File: src/rtl/adder_pkg.sv
// Shared arithmetic package: default operand geometry, pipeline depth
// computation and parameter legality check for the chunked adders.
package adder_pkg;

  // Default operand width and per-stage chunk width for arithmetic blocks.
  localparam int DEFAULT_WIDTH = 16;
  localparam int DEFAULT_CHUNK = 4;

  // Number of pipeline stages for a given operand width and chunk width.
  // A zero chunk is illegal anyway; returning 1 keeps elaboration from
  // dividing by zero before the legality check can report the problem.
  function automatic int calc_stages(input int width, input int chunk);
    int stages;
    if (chunk <= 0) begin
      stages = 1;
    end else begin
      stages = width / chunk;
    end
    return stages;
  endfunction

  // True when the width/chunk pair describes a buildable adder: at least
  // two bits wide and an exact whole number of chunks.
  function automatic bit params_legal(input int width, input int chunk);
    bit legal;
    if ((width < 2) || (chunk < 1) || (chunk > width)) begin
      legal = 1'b0;
    end else begin
      legal = ((width % chunk) == 0);
    end
    return legal;
  endfunction

endpackage

File: src/rtl/adder_stage.sv
// One pipeline stage of the chunked adder: a CHUNK-bit ripple add with
// carry-in, registered sum, carry-out, carry-into-MSB and a valid bit.
// All registers hold while en is low.
module adder_stage
  import adder_pkg::*;
#(
  parameter int CHUNK = DEFAULT_CHUNK
) (
  input  logic             clk,
  input  logic             rst_n,
  input  logic             en,
  input  logic             valid_in,
  input  logic [CHUNK-1:0] a_in,
  input  logic [CHUNK-1:0] b_in,
  input  logic             carry_in,
  output logic [CHUNK-1:0] sum_r,
  output logic             carry_r,
  output logic             cmsb_r,
  output logic             valid_r
);

  logic [CHUNK:0] total_s;
  logic           cmsb_s;

  // Chunk addition; the carry into the top bit is recovered from the sum
  // bit, since sum = a ^ b ^ carry_into_bit at every position.
  always_comb begin
    total_s = {1'b0, a_in} + {1'b0, b_in} + {{CHUNK{1'b0}}, carry_in};
    cmsb_s  = total_s[CHUNK-1] ^ a_in[CHUNK-1] ^ b_in[CHUNK-1];
  end

  // Stage register: loads on advance, holds during a stall, clears on reset.
  always_ff @(posedge clk or negedge rst_n) begin
    if (!rst_n) begin
      sum_r   <= '0;
      carry_r <= 1'b0;
      cmsb_r  <= 1'b0;
      valid_r <= 1'b0;
    end else if (en) begin
      sum_r   <= total_s[CHUNK-1:0];
      carry_r <= total_s[CHUNK];
      cmsb_r  <= cmsb_s;
      valid_r <= valid_in;
    end
  end

endmodule

File: src/rtl/pipelined_adder.sv
// Pipelined WIDTH-bit adder with carry-in, carry-out and signed overflow.
// The carry chain is cut into CHUNK-bit stages; upper operand chunks are
// delayed (skew) to meet their stage, lower sum chunks are delayed
// (de-skew) to line up at the output. A single global enable stalls the
// whole pipeline, so bubbles never compress.
module pipelined_adder
  import adder_pkg::*;
#(
  parameter int WIDTH = DEFAULT_WIDTH,
  parameter int CHUNK = DEFAULT_CHUNK
) (
  input  logic             clk,
  input  logic             rst_n,
  input  logic             in_valid,
  output logic             in_ready,
  input  logic [WIDTH-1:0] a,
  input  logic [WIDTH-1:0] b,
  input  logic             cin,
  output logic             out_valid,
  input  logic             out_ready,
  output logic [WIDTH-1:0] sum,
  output logic             carry,
  output logic             overflow
);

  localparam int STAGES = calc_stages(WIDTH, CHUNK);

  if (!params_legal(WIDTH, CHUNK)) begin : g_param_check
    $error("pipelined_adder: WIDTH must be >= 2 and a whole multiple of CHUNK");
  end

  logic                en_s;
  logic [CHUNK-1:0]    a_chunk_s   [STAGES];
  logic [CHUNK-1:0]    b_chunk_s   [STAGES];
  logic [CHUNK-1:0]    stage_sum_s [STAGES];
  logic [STAGES-1:0]   carry_s;
  logic [STAGES-1:0]   cmsb_s;
  logic [STAGES-1:0]   valid_s;
  logic                unused_cmsb_s;

  // Global advance: move whenever the output slot is empty or being drained.
  assign en_s     = !valid_s[STAGES-1] || out_ready;
  assign in_ready = en_s;

  // Only the last stage's carry-into-MSB matters (for overflow).
  assign unused_cmsb_s = ^cmsb_s;

  // Chunk 0 goes straight into stage 0.
  assign a_chunk_s[0] = a[CHUNK-1:0];
  assign b_chunk_s[0] = b[CHUNK-1:0];

  // Skew: chunk j waits j cycles so it meets the carry from chunk j-1.
  for (genvar j = 1; j < STAGES; j++) begin : g_skew
    logic [CHUNK-1:0] a_dly_r [j];
    logic [CHUNK-1:0] b_dly_r [j];

    // Operand chunk delay line, advancing with the pipeline.
    always_ff @(posedge clk or negedge rst_n) begin
      if (!rst_n) begin
        for (int i = 0; i < j; i++) begin
          a_dly_r[i] <= '0;
          b_dly_r[i] <= '0;
        end
      end else if (en_s) begin
        a_dly_r[0] <= a[j*CHUNK +: CHUNK];
        b_dly_r[0] <= b[j*CHUNK +: CHUNK];
        for (int i = 1; i < j; i++) begin
          a_dly_r[i] <= a_dly_r[i-1];
          b_dly_r[i] <= b_dly_r[i-1];
        end
      end
    end

    assign a_chunk_s[j] = a_dly_r[j-1];
    assign b_chunk_s[j] = b_dly_r[j-1];
  end

  // Carry-chain stages; stage k takes the registered carry of stage k-1.
  for (genvar k = 0; k < STAGES; k++) begin : g_stage
    logic carry_in_s;
    logic valid_in_s;

    if (k == 0) begin : g_first
      assign carry_in_s = cin;
      assign valid_in_s = in_valid;
    end else begin : g_next
      assign carry_in_s = carry_s[k-1];
      assign valid_in_s = valid_s[k-1];
    end

    adder_stage #(
      .CHUNK(CHUNK)
    ) u_stage (
      .clk      (clk),
      .rst_n    (rst_n),
      .en       (en_s),
      .valid_in (valid_in_s),
      .a_in     (a_chunk_s[k]),
      .b_in     (b_chunk_s[k]),
      .carry_in (carry_in_s),
      .sum_r    (stage_sum_s[k]),
      .carry_r  (carry_s[k]),
      .cmsb_r   (cmsb_s[k]),
      .valid_r  (valid_s[k])
    );
  end

  // De-skew: sum chunk j is ready STAGES-1-j cycles before the top chunk.
  for (genvar j = 0; j < STAGES - 1; j++) begin : g_deskew
    localparam int DEPTH = STAGES - 1 - j;
    logic [CHUNK-1:0] s_dly_r [DEPTH];

    // Sum chunk delay line, advancing with the pipeline.
    always_ff @(posedge clk or negedge rst_n) begin
      if (!rst_n) begin
        for (int i = 0; i < DEPTH; i++) begin
          s_dly_r[i] <= '0;
        end
      end else if (en_s) begin
        s_dly_r[0] <= stage_sum_s[j];
        for (int i = 1; i < DEPTH; i++) begin
          s_dly_r[i] <= s_dly_r[i-1];
        end
      end
    end

    assign sum[j*CHUNK +: CHUNK] = s_dly_r[DEPTH-1];
  end

  assign sum[WIDTH-1 -: CHUNK] = stage_sum_s[STAGES-1];
  assign out_valid             = valid_s[STAGES-1];
  assign carry                 = carry_s[STAGES-1];
  assign overflow              = carry_s[STAGES-1] ^ cmsb_s[STAGES-1];

endmodule

File: config.mk
export PLATFORM = sky130hd
export DESIGN_NAME = pipelined_adder
export DESIGN_NICKNAME = d
export VERILOG_FILES = /design/src/rtl/adder_pkg.sv /design/src/rtl/adder_stage.sv /design/src/rtl/pipelined_adder.sv
export SDC_FILE = /design/constraint.sdc
export NUM_CORES = 1
export LEC_CHECK = 0
export ABC_AREA = 1
export BUFFER_PORTS_ARGS = -buffer_cell sky130_fd_sc_hd__buf_2
export CAP_MARGIN = 25
export CELL_PAD_IN_SITES_DETAIL_PLACEMENT = 0
export CELL_PAD_IN_SITES_GLOBAL_PLACEMENT = 1
export CORE_MARGIN = 3
export CORE_UTILIZATION = 47
export DETAILED_ROUTE_END_ITERATION = 8
export GPL_TIMING_DRIVEN = 0
export PLACE_DENSITY = 0.83
export SYNTH_ARGS = -nofsm -noshare
export SYNTH_HDL_FRONTEND = slang
export SYNTH_SLANG_ARGS = --single-unit
File: constraint.sdc
create_clock -name clk -period 4.49 [get_ports clk]
set_input_delay 0.449 -clock clk [delete_from_list [all_inputs] [get_ports clk]]
set_output_delay 0.449 -clock clk [all_outputs]
set_load 0.05 [all_outputs]
==> summary.md <==
| Metric | Value |
|---|---|
| Status | `finished, final reports clean` |
| Min Tclk post-route | `1.98 ns` |
| Final total power | `3.77 mW` |
| Yosys warns | `0` |
| Gr usage total | `18.8%` |
| Cell count after synthesis | `466` |
| Total Routed Length | `8730 um` |
| Syn nets | `523` |
| Top cell type's share of synthesized area | `56.2%` |
| Worst Tran Pin Value | `0.486 ns` |
| Post-CTS Repair Setup Buffers | `0` |
| Net Sw Power | `1.53 mW` |
| Final instance count without filler cells | `647` |
| DR iter-0 viols | `158` |
| Tcrit/Tclk final | `44.0%` |
| Antenna diodes | `0` |
| Pwr/cell area | `750 mW/mm2` |
| Htree depth | `3` |
| Die H | `102 um` |
| Starting Density | `48.9%` |
| Hold WC Path Type | `primary input to asynchronous set/reset pin` |
| CTS tree | `yes` |
| Max_cap viols | `0` |
| Layout Utilization | `56.8%` |
| Vias | `3146` |
| Commonest non-fill, non-tap cells in the layout | `nand2_1 (205), dfrtp_1 (97), buf_2 (59)` |
| Number of placement rows | `34` |
| Detailed Routing Iterations Pass 1 | `6` |
| CTS sink cnt | `97` |
| Buffer type at the clock tree root | `clkbuf_8` |
| Hold Buf Count CTS | `0` |
| Simple-Gate Fraction of Synth Area | `20.8%` |
| Global-route wire length before repair | `15400 um` |
| Synth Area in Compound Gates | `6.45%` |
| TritonCTS Buffers | `9` |
| Final worst slack | `2.51 ns` |
| CORE AREA | `0.00885 mm2` |
| Avg WL per Cell | `13.5 um` |
| Combinational Power Share | `42.1%` |
| Post-CTS sizing | `0` |
| Final hold viol count | `0` |
| CP Launch Type | `register` |
| Layout Nets | `591` |
| WP data arrival | `1.53 ns` |
| Critical path data required time | `4.04 ns` |
| I/O Buffers | `56` |
| I/O pin cnt | `57` |
| RD Place Congestion | `0.797` |
| Synthesized area per cell | `9.28 um2` |
| Pin count of the biggest net entering global routing | `70` |
| Adder-Cell Fraction of Synth Area | `7.18%` |
| Die width | `102 um` |
| DRT antenna net count | `0` |
| Initial antenna violation count | `0` |
| Most common cell after layout, fill and taps aside | `nand2_1` |
| Share of cells above drive strength 1 | `20.0%` |
| Largest family of logic cells by synthesized area | `simple AND/OR/NAND/NOR gates` |
| Leading area contributor after synthesis | `dfrtp_1` |
| Detail Placement HPWL | `6160 um` |
| Largest fanout on the critical path | `10` |
| Fmax | `506 MHz` |
| Area grow syn2layout | `16.3%` |
| Static leakage | `2.70 nW` |
| Worst slew margin | `67.6%` |
| Synth unique cells | `23` |
| Die ar. | `0.0104 mm2` |
| Worst vdd ir | `245 uV` |
| Internal power | `2.24 mW` |
| Flop pwr share | `38.6%` |
| Setup TNS | `0 ns` |
| Sequential share of the synthesized area | `56.2%` |
| Setup WS pre-CTS | `2.60 ns` |
| Setup Crit Path Kind | `register to primary output` |
| Worst Setup End Kind | `primary output` |
| RSZ-0062 raised after global routing | `no` |
| Synthesized cell area | `0.00432 mm2` |
| Clk_skew | `0.0102 ns` |
| Clk_lat worst skew | `0.36 ns` |
| Setup-failing EPs final | `0` |
| Sw frac | `40.6%` |
| Fin. max-slew vios | `0` |
| Clock buffer depth | `2` |
| Placed Cells | `631` |
| Gr ovfl total | `0` |
| Vias in the first global route | `3224` |
| Post-DR vias/cell | `4.86` |
| Synth Register Bits | `97` |
| Synth top area cells | `dfrtp_1 (56%), nand2_1 (18%), o21ai_0 (4.4%)` |
| Post-synthesis xor/xnor area fraction | `1.01%` |
| Clock power frac | `19.2%` |
| Clock slew at reported path FFs | `0.10 ns` |
| DRC Markers | `0` |
| Multiplexer share of the synthesized area | `0%` |
==> cells in the mapped netlist, drive strengths merged <==
cell type / instances
a21oi: 7
xor2: 1
clkbuf: 1
fa: 8
nand3b: 3
inv: 34
a22oi: 1
nor2: 13
nand3: 9
buf: 28
dfrtp: 97
a31oi: 1
nand2: 205
xnor2: 4
o21ai: 42
ha: 12
==> path summary, 6_finish.rpt <==
kind | from | slack (ns) | cells past startpoint | end
worst max-delay path | g_stage[3].u_stage.valid_r$_DFFE_PN0P_ | 2.51 | 6 | in_ready
worst min-delay path | rst_n | 0.002 | 1 | sum[5]$_DFFE_PN0P_
worst max register to register | a_chunk_s[0]$_DFFE_PN0P_ | 2.79 | 6 | g_stage[3].u_stage.carry_r$_DFFE_PN0P_
worst min register to register | g_stage[2].u_stage.valid_r$_DFFE_PN0P_ | 0.46 | 2 | g_stage[3].u_stage.valid_r$_DFFE_PN0P_
max in group asynchronous | rst_n | 3.82 | 2 | b_chunk_s[0]$_DFFE_PN0P_
min in group clk | b[13] | 0.28 | 3 | g_skew[3].b_dly_r[9]$_DFFE_PN0P_
==> metal layers <==
layer / vias to the layer above / GRT usage, % / share of wire [%]
met3: 9 / 3.75 / 3.6
met5: - / 0 / 0
met1: 1523 / 26.1 / 49
met4: 0 / 5.15 / 1.0
li1: 1560 / - / -
met2: 54 / 30.5 / 46
==> kinds of logic after synthesis <==
group	count (synthesis)
fa+ha+maj	20
simple gates	230
compound gates	51
buf+inv	63
flops	97
xor+xnor	5
==> state kept, by name (all words and copies together) (netlist names) <==
register and flops:
g_stage.u_stage.sum_r 16, a_chunk_s 8, g_stage.u_stage.cmsb_r 1, g_skew.b_dly_r 16, g_stage.u_stage.carry_r 4, b_chunk_s 8
sum 8, g_skew.a_dly_r 16, g_deskew.s_dly_r 16, g_stage.u_stage.valid_r 4
==> final cells by class <==
cell class | instances | area [um2]
fill | 815 | 3820
sequential | 97 | 2430
multi-input combinational | 306 | 1530
timing repair buffer | 57 | 310
buffer | 29 | 238
tap | 108 | 135
clock buffer | 11 | 131
clock inverter | 5 | 128
inverter | 34 | 128
==> worst max-delay path: stages (launching register included) <==
cell and delay (ns):
dfrtp_1 0.38, inv_1 0.06, nor2_2 0.05, inv_2 0.07, buf_6 0.17, buf_6 0.16
buf_2 0.27
==> stage by stage <==
stage | area, um2 | hold WS (ns)
after detailed placement | 4770 | 0.411
after CTS | 5030 | 0.0127
after floorplan | 4320 | 0.153
after global routing | 5030 | 0.0242
after global placement | 4740 | 0.432
final | 5030 | 0.00228
==> power by group through the flow <==
stage | logic [mW] | clock network (mW) | registers, mW
2_1_floorplan | 1.08 | 0 | 1.58
6_report | 1.59 | 0.725 | 1.46
5_1_grt | 1.80 | 0.774 | 1.50
4_1_cts | 1.61 | 0.740 | 1.46
3_3_place_gp | 1.55 | 0 | 1.46
3_5_place_dp | 1.60 | 0 | 1.48
Power figures use the tool's default switching activity.
